===== config.mk =====
export PLATFORM = sky130hd
export DESIGN_NAME = execute_stage
export DESIGN_NICKNAME = d
export VERILOG_FILES = /design/src/rtl/mips_pkg.sv /design/src/rtl/muldiv_unit.sv /design/src/rtl/execute_stage.sv
export SDC_FILE = /design/constraint.sdc
export NUM_CORES = 2
export LEC_CHECK = 0
export CAP_MARGIN = 20
export CORE_MARGIN = 2
export CORE_UTILIZATION = 55
export DETAILED_ROUTE_END_ITERATION = 10
export MAX_ROUTING_LAYER = met4
export PLACE_DENSITY = 0.78
export SETUP_SLACK_MARGIN = 0.1
export SYNTH_ARGS = -nofsm -noshare
export SYNTH_HDL_FRONTEND = slang
export SYNTH_SLANG_ARGS = --single-unit

===== constraint.sdc =====
create_clock -name clock -period 12.32 [get_ports clock]
set_input_delay 3.696 -clock clock [delete_from_list [all_inputs] [get_ports clock]]
set_output_delay 3.696 -clock clock [all_outputs]
set_load 0.03 [all_outputs]

===== src/rtl/mips_pkg.sv =====
// Shared encodings for the MIPS pipeline: opcodes, function fields,
// forwarding/regDest selects and the mul/div FSM states.
package mips_pkg;

    localparam logic [5:0] OP_RTYPE = 6'h00;
    localparam logic [5:0] OP_ADDI  = 6'h08;
    localparam logic [5:0] OP_ADDIU = 6'h09;
    localparam logic [5:0] OP_SLTI  = 6'h0A;
    localparam logic [5:0] OP_SLTIU = 6'h0B;
    localparam logic [5:0] OP_ANDI  = 6'h0C;
    localparam logic [5:0] OP_ORI   = 6'h0D;
    localparam logic [5:0] OP_XORI  = 6'h0E;
    localparam logic [5:0] OP_LUI   = 6'h0F;
    localparam logic [5:0] OP_LB    = 6'h20;
    localparam logic [5:0] OP_LH    = 6'h21;
    localparam logic [5:0] OP_LW    = 6'h23;
    localparam logic [5:0] OP_LBU   = 6'h24;
    localparam logic [5:0] OP_LHU   = 6'h25;
    localparam logic [5:0] OP_LWU   = 6'h27;
    localparam logic [5:0] OP_SB    = 6'h28;
    localparam logic [5:0] OP_SH    = 6'h29;
    localparam logic [5:0] OP_SW    = 6'h2B;

    localparam logic [5:0] F_SLL   = 6'h00;
    localparam logic [5:0] F_SRL   = 6'h02;
    localparam logic [5:0] F_SRA   = 6'h03;
    localparam logic [5:0] F_SLLV  = 6'h04;
    localparam logic [5:0] F_SRLV  = 6'h06;
    localparam logic [5:0] F_SRAV  = 6'h07;
    localparam logic [5:0] F_MFHI  = 6'h10;
    localparam logic [5:0] F_MTHI  = 6'h11;
    localparam logic [5:0] F_MFLO  = 6'h12;
    localparam logic [5:0] F_MTLO  = 6'h13;
    localparam logic [5:0] F_MULT  = 6'h18;
    localparam logic [5:0] F_MULTU = 6'h19;
    localparam logic [5:0] F_DIV   = 6'h1A;
    localparam logic [5:0] F_DIVU  = 6'h1B;
    localparam logic [5:0] F_ADDU  = 6'h21;
    localparam logic [5:0] F_SUBU  = 6'h23;
    localparam logic [5:0] F_AND   = 6'h24;
    localparam logic [5:0] F_OR    = 6'h25;
    localparam logic [5:0] F_XOR   = 6'h26;
    localparam logic [5:0] F_NOR   = 6'h27;
    localparam logic [5:0] F_SLT   = 6'h2A;
    localparam logic [5:0] F_SLTU  = 6'h2B;

    localparam logic [1:0] FWD_IDEX  = 2'b00;
    localparam logic [1:0] FWD_EXMEM = 2'b01;
    localparam logic [1:0] FWD_MEMWB = 2'b10;

    localparam logic [1:0] RD_RT  = 2'b00;
    localparam logic [1:0] RD_RD  = 2'b01;
    localparam logic [1:0] RD_R31 = 2'b10;

    typedef enum logic [1:0] {
        MD_IDLE,
        MD_BUSY,
        MD_FIX,
        MD_DONE
    } md_state_e;

    function automatic logic is_muldiv(input logic [5:0] func);
        return (func[5:2] == 4'b0110);
    endfunction

endpackage


===== src/rtl/muldiv_unit.sv =====
// Iterative shift-add multiplier / restoring divider with HI/LO,
// one bit per cycle on operand magnitudes, signs fixed up at the end.
module muldiv_unit
    import mips_pkg::*;
#(
    parameter int NB_DATA = 32
) (
    input  logic               clock,
    input  logic               reset_i,
    input  logic               en_pipeline_i,
    input  logic               start_i,
    input  logic               is_div_i,
    input  logic               signed_i,
    input  logic               mthi_i,
    input  logic               mtlo_i,
    input  logic [NB_DATA-1:0] op_a_i,
    input  logic [NB_DATA-1:0] op_b_i,
    output logic [NB_DATA-1:0] hi_o,
    output logic [NB_DATA-1:0] lo_o,
    output logic               busy_o,
    output logic               stall_o
);

    localparam int NB_CNT = $clog2(NB_DATA);
    localparam logic [NB_CNT-1:0] CNT_LAST = NB_CNT'(NB_DATA - 1);

    md_state_e state_q, state_d;
    logic [NB_CNT-1:0]    count_q, count_d;
    logic [2*NB_DATA-1:0] acc_q, acc_d;
    logic [NB_DATA-1:0]   dsor_q, dsor_d;
    logic [NB_DATA-1:0]   dvd_q, dvd_d;
    logic [NB_DATA-1:0]   hi_q, hi_d;
    logic [NB_DATA-1:0]   lo_q, lo_d;
    logic is_div_q, is_div_d, sgn_q, sgn_d;
    logic neg_a_q, neg_a_d, neg_b_q, neg_b_d;
    logic div0_q, div0_d;

    logic [NB_DATA-1:0]   mag_a, mag_b, quo_fix, rem_fix;
    logic [NB_DATA:0]     mul_sum, rem_sh, diff;
    logic [2*NB_DATA-1:0] step, prod_fix;

    always_comb begin
        mag_a = (signed_i && op_a_i[NB_DATA-1]) ? -op_a_i : op_a_i;
        mag_b = (signed_i && op_b_i[NB_DATA-1]) ? -op_b_i : op_b_i;
        mul_sum = {1'b0, acc_q[2*NB_DATA-1:NB_DATA]}
                + {1'b0, (acc_q[0] ? dsor_q : {NB_DATA{1'b0}})};
        rem_sh = {acc_q[2*NB_DATA-1:NB_DATA], acc_q[NB_DATA-1]};
        diff   = rem_sh - {1'b0, dsor_q};
        if (is_div_q) begin
            step = diff[NB_DATA]
                 ? {rem_sh[NB_DATA-1:0], acc_q[NB_DATA-2:0], 1'b0}
                 : {diff[NB_DATA-1:0], acc_q[NB_DATA-2:0], 1'b1};
        end else begin
            step = {mul_sum, acc_q[NB_DATA-1:1]};
        end
        prod_fix = (sgn_q && (neg_a_q ^ neg_b_q)) ? -acc_q : acc_q;
        quo_fix  = (sgn_q && (neg_a_q ^ neg_b_q))
                 ? -acc_q[NB_DATA-1:0] : acc_q[NB_DATA-1:0];
        rem_fix  = (sgn_q && neg_a_q)
                 ? -acc_q[2*NB_DATA-1:NB_DATA] : acc_q[2*NB_DATA-1:NB_DATA];
    end

    always_comb begin
        state_d  = state_q;
        count_d  = count_q;
        acc_d    = acc_q;
        dsor_d   = dsor_q;
        dvd_d    = dvd_q;
        hi_d     = hi_q;
        lo_d     = lo_q;
        is_div_d = is_div_q;
        sgn_d    = sgn_q;
        neg_a_d  = neg_a_q;
        neg_b_d  = neg_b_q;
        div0_d   = div0_q;
        unique case (state_q)
            MD_IDLE: begin
                if (start_i) begin
                    state_d  = MD_BUSY;
                    count_d  = '0;
                    // mul: low half holds multiplier; div: low half holds dividend
                    acc_d    = {{NB_DATA{1'b0}}, (is_div_i ? mag_a : mag_b)};
                    dsor_d   = is_div_i ? mag_b : mag_a;
                    dvd_d    = op_a_i;
                    is_div_d = is_div_i;
                    sgn_d    = signed_i;
                    neg_a_d  = op_a_i[NB_DATA-1];
                    neg_b_d  = op_b_i[NB_DATA-1];
                    div0_d   = (op_b_i == '0);
                end else if (en_pipeline_i) begin
                    if (mthi_i) hi_d = op_a_i;
                    if (mtlo_i) lo_d = op_a_i;
                end
            end
            MD_BUSY: begin
                acc_d   = step;
                count_d = count_q + 1'b1;
                if (count_q == CNT_LAST) state_d = MD_FIX;
            end
            MD_FIX: begin
                state_d = MD_DONE;
                if (!is_div_q) begin
                    hi_d = prod_fix[2*NB_DATA-1:NB_DATA];
                    lo_d = prod_fix[NB_DATA-1:0];
                end else if (div0_q) begin
                    hi_d = dvd_q;
                    lo_d = '1;
                end else begin
                    hi_d = rem_fix;
                    lo_d = quo_fix;
                end
            end
            MD_DONE: begin
                if (en_pipeline_i) state_d = MD_IDLE;
            end
            default: state_d = MD_IDLE;
        endcase
    end

    always_ff @(negedge clock) begin
        if (!reset_i) begin
            state_q  <= MD_IDLE;
            count_q  <= '0;
            acc_q    <= '0;
            dsor_q   <= '0;
            dvd_q    <= '0;
            hi_q     <= '0;
            lo_q     <= '0;
            is_div_q <= 1'b0;
            sgn_q    <= 1'b0;
            neg_a_q  <= 1'b0;
            neg_b_q  <= 1'b0;
            div0_q   <= 1'b0;
        end else begin
            state_q  <= state_d;
            count_q  <= count_d;
            acc_q    <= acc_d;
            dsor_q   <= dsor_d;
            dvd_q    <= dvd_d;
            hi_q     <= hi_d;
            lo_q     <= lo_d;
            is_div_q <= is_div_d;
            sgn_q    <= sgn_d;
            neg_a_q  <= neg_a_d;
            neg_b_q  <= neg_b_d;
            div0_q   <= div0_d;
        end
    end

    assign busy_o  = (state_q == MD_BUSY) || (state_q == MD_FIX);
    assign stall_o = reset_i && (busy_o || ((state_q == MD_IDLE) && start_i));
    assign hi_o    = reset_i ? hi_q : '0;
    assign lo_o    = reset_i ? lo_q : '0;

endmodule


===== src/rtl/execute_stage.sv =====
// MIPS EX stage: operand forwarding, ALU, destination select and
// the HI/LO mul/div unit that stalls the front of the pipeline.
module execute_stage
    import mips_pkg::*;
#(
    parameter int NB_DATA     = 32,
    parameter int NB_REG      = 5,
    parameter int NB_FUNCTION = 6,
    parameter int NB_OP       = 6,
    parameter int N_REGDEST   = 2
) (
    input  logic                   clock,
    input  logic                   reset_i,
    input  logic                   en_pipeline_i,
    input  logic [NB_DATA-1:0]     pc_i,
    input  logic [NB_DATA-1:0]     data_ra_i,
    input  logic [NB_DATA-1:0]     data_rb_i,
    input  logic [NB_DATA-1:0]     inm_ext_i,
    input  logic                   tipeI_i,
    input  logic [NB_FUNCTION-1:0] function_i,
    input  logic [NB_OP-1:0]       opcode_i,
    input  logic [N_REGDEST-1:0]   regDest_signal_i,
    input  logic [NB_REG-1:0]      register_b_i,
    input  logic [NB_REG-1:0]      register_rw_i,
    input  logic [1:0]             fwd_a_sel_i,
    input  logic [1:0]             fwd_b_sel_i,
    input  logic [NB_DATA-1:0]     ex_mem_data_i,
    input  logic [NB_DATA-1:0]     mem_wb_data_i,
    output logic [NB_DATA-1:0]     alu_result_o,
    output logic [NB_DATA-1:0]     data_write_mem_o,
    output logic [NB_REG-1:0]      register_rw_o,
    output logic                   stall_o,
    output logic [NB_DATA-1:0]     hi_o,
    output logic [NB_DATA-1:0]     lo_o
);

    logic [NB_DATA-1:0] opa, opb, alu_b, zimm, alu_res;
    logic [4:0] shamt;
    logic is_r, md_start, md_busy;

    always_comb begin
        unique case (fwd_a_sel_i)
            FWD_EXMEM: opa = ex_mem_data_i;
            FWD_MEMWB: opa = mem_wb_data_i;
            default:   opa = data_ra_i;
        endcase
        unique case (fwd_b_sel_i)
            FWD_EXMEM: opb = ex_mem_data_i;
            FWD_MEMWB: opb = mem_wb_data_i;
            default:   opb = data_rb_i;
        endcase
    end

    assign alu_b    = tipeI_i ? inm_ext_i : opb;
    assign zimm     = {{(NB_DATA-16){1'b0}}, inm_ext_i[15:0]};
    assign shamt    = inm_ext_i[10:6];
    assign is_r     = (opcode_i == OP_RTYPE);
    assign md_start = is_r && is_muldiv(function_i);

    muldiv_unit #(.NB_DATA(NB_DATA)) u_muldiv (
        .clock         (clock),
        .reset_i       (reset_i),
        .en_pipeline_i (en_pipeline_i),
        .start_i       (md_start),
        .is_div_i      (function_i[1]),
        .signed_i      (!function_i[0]),
        .mthi_i        (is_r && (function_i == F_MTHI)),
        .mtlo_i        (is_r && (function_i == F_MTLO)),
        .op_a_i        (opa),
        .op_b_i        (opb),
        .hi_o          (hi_o),
        .lo_o          (lo_o),
        .busy_o        (md_busy),
        .stall_o       (stall_o)
    );

    always_comb begin
        alu_res = '0;
        unique case (opcode_i)
            OP_RTYPE: begin
                unique case (function_i)
                    F_ADDU:  alu_res = opa + alu_b;
                    F_SUBU:  alu_res = opa - alu_b;
                    F_AND:   alu_res = opa & alu_b;
                    F_OR:    alu_res = opa | alu_b;
                    F_XOR:   alu_res = opa ^ alu_b;
                    F_NOR:   alu_res = ~(opa | alu_b);
                    F_SLT:   alu_res = NB_DATA'($signed(opa) < $signed(alu_b));
                    F_SLTU:  alu_res = NB_DATA'(opa < alu_b);
                    F_SLL:   alu_res = alu_b << shamt;
                    F_SRL:   alu_res = alu_b >> shamt;
                    F_SRA:   alu_res = $signed(alu_b) >>> shamt;
                    F_SLLV:  alu_res = alu_b << opa[4:0];
                    F_SRLV:  alu_res = alu_b >> opa[4:0];
                    F_SRAV:  alu_res = $signed(alu_b) >>> opa[4:0];
                    F_MFHI:  alu_res = hi_o;
                    F_MFLO:  alu_res = lo_o;
                    default: alu_res = '0;
                endcase
            end
            OP_ADDI, OP_ADDIU, OP_LB, OP_LH, OP_LW, OP_LBU, OP_LHU,
            OP_LWU, OP_SB, OP_SH, OP_SW:
                     alu_res = opa + alu_b;
            OP_SLTI:  alu_res = NB_DATA'($signed(opa) < $signed(alu_b));
            OP_SLTIU: alu_res = NB_DATA'(opa < alu_b);
            OP_ANDI:  alu_res = opa & zimm;
            OP_ORI:   alu_res = opa | zimm;
            OP_XORI:  alu_res = opa ^ zimm;
            OP_LUI:   alu_res = {inm_ext_i[15:0], {(NB_DATA-16){1'b0}}};
            default:  alu_res = '0;
        endcase
    end

    always_comb begin
        alu_result_o  = alu_res;
        register_rw_o = '0;
        unique case (regDest_signal_i)
            RD_RT:  register_rw_o = register_b_i;
            RD_RD:  register_rw_o = register_rw_i;
            RD_R31: begin
                register_rw_o = NB_REG'(31);
                alu_result_o  = pc_i + NB_DATA'(8);
            end
            default: register_rw_o = '0;
        endcase
    end

    assign data_write_mem_o = opb;

endmodule

==> results of run 1 <==
==> through the flow <==
step                      utilization [%]  instances  hold slack (ps)  setup TNS, ps
after floorplan                         -       4707            431.5         -11500
after global placement              72.84       6261            439.2         -73490
after detailed placement            72.84       6261            444.2         -81820
after CTS                           77.52       6551            448.8         -774.4
==> timing repair <==
action / in CTS
buffers inserted: 48
resized for setup: 199
endpoints found under the setup margin: 94
pin swaps: 75
==> per-layer routing <==
layer / GRT overflow / track usage [%]
met4: 48 / 70.45
met5: - / -
met1: 1 / 80.67
met3: 2 / 64.91
met2: 54 / 90.89
==> logic make-up after synthesis <==
kind of cell / share of synthesized area, %
compound gates: 33.45
simple gates: 21.07
buf+inv: 6.986
mux: 10.29
xor+xnor: 7.339
fa+ha+maj: 8.294
flops: 12.56
==> synth_stat cells (all sizes together), types with 52 or more instances <==
cell and n:
a21oi 450, mux2i 271, a221oi 74, clkbuf 278, nand2 431, ha 208, xor2 106, o221ai 52
o211ai 71, o21ai 337, nor2b 54, a211oi 97, and2 90, nor2 506, inv 195, a21o 79
a22oi 71, xnor2 165, nor3 136, buf 86, o22ai 52, dfxtp 203, nand3 80
==> flow_metrics.env, run 1 <==
export IMPL_run_status="aborted with a tool error"
export IMPL_flow_stopped_at="global routing (5_1_grt)"
export IMPL_error_message="[ERROR GRT-0232] Routing congestion too high. Check the congestion heatmap in the GUI."
export IMPL_yosys_warnings=0
export IMPL_placer_s_final_routability_congestion_estimate=1.325
export IMPL_synth_largest_area_cell="sky130_fd_sc_hd__dfxtp_1"
export IMPL_synth_ff_latch_count=203
export IMPL_ctsHtreeMaxLevel=1
export IMPL_die_height_um=246.5
export IMPL_clock_tree_root_cell="sky130_fd_sc_hd__clkbuf_16"
export IMPL_grt_total_usage_pct=78.80
export IMPL_cts_max_path_buffers=3
export IMPL_post_cts_hold_buffer_count=0
export IMPL_std_cell_rows=88
export IMPL_synth_top_cells_by_area="sky130_fd_sc_hd__dfxtp_1 13%, sky130_fd_sc_hd__mux2i_1 8.3%, sky130_fd_sc_hd__ha_1 8.0%"
export IMPL_io_pin_count=358
export IMPL_synth_main_ff_cell="sky130_fd_sc_hd__dfxtp_1"
export IMPL_synth_fp_nets=5143
export IMPL_tritoncts_num_buffers=22
export IMPL_netlist_instances=4707
export IMPL_worst_ep_kind="output port"
export IMPL_cts_sink_count=203
export IMPL_synth_edff_count=0
export IMPL_synth_largest_type_area_fraction_pct=12.56
export IMPL_postGrtWorstEndpoint="alu_result_o[20]"
export IMPL_synth_area_sq_um=32340
export IMPL_yosysSeqAreaShare_pct=12.56
export IMPL_placement_cell_area_sq_um=42190
export IMPL_post_synth_cell_area_avg_sq_um=6.871
export IMPL_post_place_ws_ps=-1197
export IMPL_synthArstFlopShare_pct=0
export IMPL_detailedPlacementHpwl_um=157500
export IMPL_grt_start_max_net_pins=123
export IMPL_start_util_pct=55.85
export IMPL_count_of_input_and_output_buffers=357
export IMPL_synth_cell_types=100
export IMPL_grt_overflow_total=105
export IMPL_die_w_um=246.5
==> run 2, diff against run 1 <==
--- a/config.mk
+++ b/config.mk
@@ -7,11 +7,9 @@
 export LEC_CHECK = 0
 export CAP_MARGIN = 20
 export CORE_MARGIN = 2
-export CORE_UTILIZATION = 55
+export CORE_UTILIZATION = 40
 export DETAILED_ROUTE_END_ITERATION = 10
-export MAX_ROUTING_LAYER = met4
-export PLACE_DENSITY = 0.78
-export SETUP_SLACK_MARGIN = 0.1
+export PLACE_DENSITY_LB_ADDON = 0.15
 export SYNTH_ARGS = -nofsm -noshare
 export SYNTH_HDL_FRONTEND = slang
 export SYNTH_SLANG_ARGS = --single-unit
==> run 2 against run 1 <==
Effect of this change: synthesized cell count stayed put; the flow now finishes, with violations (negative setup slack); synthesized area is the same.
==> flow_metrics.env, run 2 <==
export IMPL_grt_pass1_vias=43301
export IMPL_ctsHtreeMaxLevel=1
export IMPL_post_place_ws_ps=-1375
export IMPL_final_max_slew_violation_count=0
export IMPL_crit_chain="a22o_1, a221o_2, a31oi_4, o2111ai_4, o41ai_2, buf_4, o221ai_4, buf_6"
export IMPL_die_height_um=288.4
export IMPL_coreArea_sq_um=80290
export IMPL_yosysSeqAreaShare_pct=12.56
export IMPL_start_kind="flop"
export IMPL_number_of_antenna_violations_at_the_first_check_in_global_routing=26
export IMPL_area_used_by_sequential_logic_in_the_layout_sq_um=4103
export IMPL_tritoncts_num_buffers=25
export IMPL_largest_register_ff_count=64
export IMPL_placer_s_final_routability_congestion_estimate=1.269
export IMPL_grt_start_max_net_pins=123
export IMPL_clock_tree_root_cell="sky130_fd_sc_hd__clkbuf_16"
export IMPL_std_cell_rows=104
export IMPL_criticalPathCategory="reg2out"
export IMPL_layout_commonest_cell="sky130_fd_sc_hd__buf_4"
export IMPL_multiInputGateArea_sq_um=27840
export IMPL_yosys_warnings=0
export IMPL_start_util_pct=40.28
export IMPL_final_hold_worst_slack_ps=453.8
export IMPL_drt_vias_per_instance=6.616
export IMPL_layout_cells_non_filler=7086
export IMPL_synth_ff_latch_count=203
export IMPL_grt_total_usage_pct=53.17
export IMPL_area_delta_synth_final_pct=47.96
export IMPL_cts_sink_count=203
export IMPL_finish_net_count=6426
export IMPL_failed_checks="negative setup slack"
export IMPL_synth_fp_nets=5143
export IMPL_post_cts_hold_buffer_count=0
export IMPL_grt_first_pass_wirelength_um=316700
export IMPL_cp_slowest_stage_delay_ps=410
export IMPL_fill_cells=7611
export IMPL_drt_total_wl_um=231500
export IMPL_yosys_cell_count_top_type="sky130_fd_sc_hd__nor2_1"
export IMPL_die_area_sq_um=83150
export IMPL_timing_final_setup_violations=15
export IMPL_report_final_hold_viol_count=0
export IMPL_grt_overflow_total=0
export IMPL_drv_cap=0
export IMPL_count_of_input_and_output_buffers=357
export IMPL_crit_arrival_ps=8920
export IMPL_synth_area_sq_um=32340
export IMPL_synthArstFlopShare_pct=0
export IMPL_drt_wirelength_per_cell_um=32.68
export IMPL_final_layout_size_suffix_gt1_share_pct=25.10
export IMPL_synth_cell_types=100
export IMPL_critPathSlowestCell="sky130_fd_sc_hd__a221o_2"
export IMPL_worstRegToRegCells=15
export IMPL_detail_route_iter0_violations=7189
export IMPL_layout_setup_ws_ps=-293.5
export IMPL_synth_largest_type_area_fraction_pct=12.56
export IMPL_synth_largest_area_cell="sky130_fd_sc_hd__dfxtp_1"
export IMPL_io_pin_count=358
export IMPL_fin_skew_ps=28.64
export IMPL_run_status="finished with violations"
export IMPL_irDropWorstVdd_mv=0.1004
export IMPL_synthTopCellsByCount="505 x sky130_fd_sc_hd__nor2_1, 449 x sky130_fd_sc_hd__a21oi_1, 429 x sky130_fd_sc_hd__nand2_1"
export IMPL_clock_insertion_delay_worst_skew_ps=640
export IMPL_tritoncts="done"
export IMPL_finalPower_w=0.004378
export IMPL_cts_max_path_buffers=3
export IMPL_worst_pin_slew_ps=1131
export IMPL_antenna_violating_nets_post_route=0
export IMPL_crit_path_end_kind="output port"
export IMPL_die_w_um=288.4
export IMPL_netlist_instances=4707
export IMPL_p_per_area_nw_per_um2=91.48
export IMPL_hold_class="reg2reg"
export IMPL_synth_top_cells_by_area="sky130_fd_sc_hd__dfxtp_1 13%, sky130_fd_sc_hd__mux2i_1 8.3%, sky130_fd_sc_hd__ha_1 8.0%"
export IMPL_worstPathMaxFanout=2
export IMPL_first_pass_iters=9
export IMPL_timing_max_slew_rel_slack_pct=24.33
export IMPL_clk_pin_slew_worst_paths_ps=40
export IMPL_rsz0062_at_grt="yes"
export IMPL_largest_register="u_muldiv.acc_q"
export IMPL_required_ps=8620
export IMPL_utilization_pct=59.61
export IMPL_routed_via_count=46881
export IMPL_holdPathStages=2
export IMPL_detail_route_drc_violations=0
export IMPL_post_synth_cell_area_avg_sq_um=6.871
export IMPL_p_leak_nw=21.55
export IMPL_synth_edff_count=0
export IMPL_layout_cells_most_common_list="1015 x sky130_fd_sc_hd__buf_4, 484 x sky130_fd_sc_hd__nor2_1, 439 x sky130_fd_sc_hd__a21oi_1"
export IMPL_detailedPlacementHpwl_um=186500
export IMPL_synth_main_ff_cell="sky130_fd_sc_hd__dfxtp_1"
export IMPL_placedCellCount=6782
==> run 2: worst paths after layout <==
check	startpoint	to	slack, ps
min	u_muldiv.dvd_q[1]$_SDFFE_NN0P_	u_muldiv.dvd_q[1]$_SDFFE_NN0P_	450
max reg2reg	u_muldiv.acc_q[31]$_SDFFE_NN0P_	u_muldiv.acc_q[63]$_SDFFE_NN0P_	7310
max	u_muldiv.hi_q[20]$_SDFFE_NN0P_	alu_result_o[20]	-290
min reg2reg	u_muldiv.dvd_q[1]$_SDFFE_NN0P_	u_muldiv.dvd_q[1]$_SDFFE_NN0P_	450
==> run 2: worst max-delay path, delay by kind of cell (launching register included) <==
| family | cells | cell delay [ps] |
|---|---|---|
| buffers and inverters | 2 | 370 |
| DFF | 1 | 340 |
| AOI/OAI and AO/OA | 6 | 1400 |
==> run 2: what timing repair did <==
action / 4_1_cts / 5_1_grt
resized for setup: 210 / 151
pin swaps: 58 / 56
setup buffers: 27 / 11
setup endpoints to repair: 91 / 68
==> run 2: metal layers <==
layer	track usage [%]	share of wire [%]	vias to the layer above
met5	0	0.067	-
met4	41.79	10	16
met3	24.30	16	1075
met2	73.68	39	4047
met1	63.04	36	21838
li1	-	-	19905
==> run 2: kinds of logic after synthesis <==
group / synth area share (%)
compound gates: 33.45
xor+xnor: 7.339
buf+inv: 6.986
fa+ha+maj: 8.294
flops: 12.56
mux: 10.29
simple gates: 21.07
==> run 2: final cells by class <==
class                      instances  area share, %
multi-input combinational       3938          58.18
timing repair buffer            1418          25.48
sequential                       203          8.573
tap                             1060          2.771
clock inverter                   224          1.979
inverter                         201          1.626
clock buffer                      25          1.307
antenna                           17        0.08889
==> run 2: metrics by stage <==
| stage | TNS [ps] | area [sq um] |
|---|---|---|
| 6_report | -1626 | 47860 |
| 2_1_floorplan | -11390 | 32710 |
| 3_3_place_gp | -93290 | 44370 |
| 4_1_cts | -1214 | 46990 |
| 3_5_place_dp | -101600 | 44370 |
| 5_1_grt | -2040 | 47810 |
==> run 2: power by group <==
| group | switching [W] | leakage [nW] | total, W | internal [W] |
|---|---|---|---|---|
| logic | 0.00160 | 18.4 | 0.00265 | 0.00104 |
| registers | 0.00000493 | 1.65 | 0.000668 | 0.000663 |
| clock network | 0.000553 | 1.49 | 0.00106 | 0.000508 |
(Power assumes the default switching activity.)
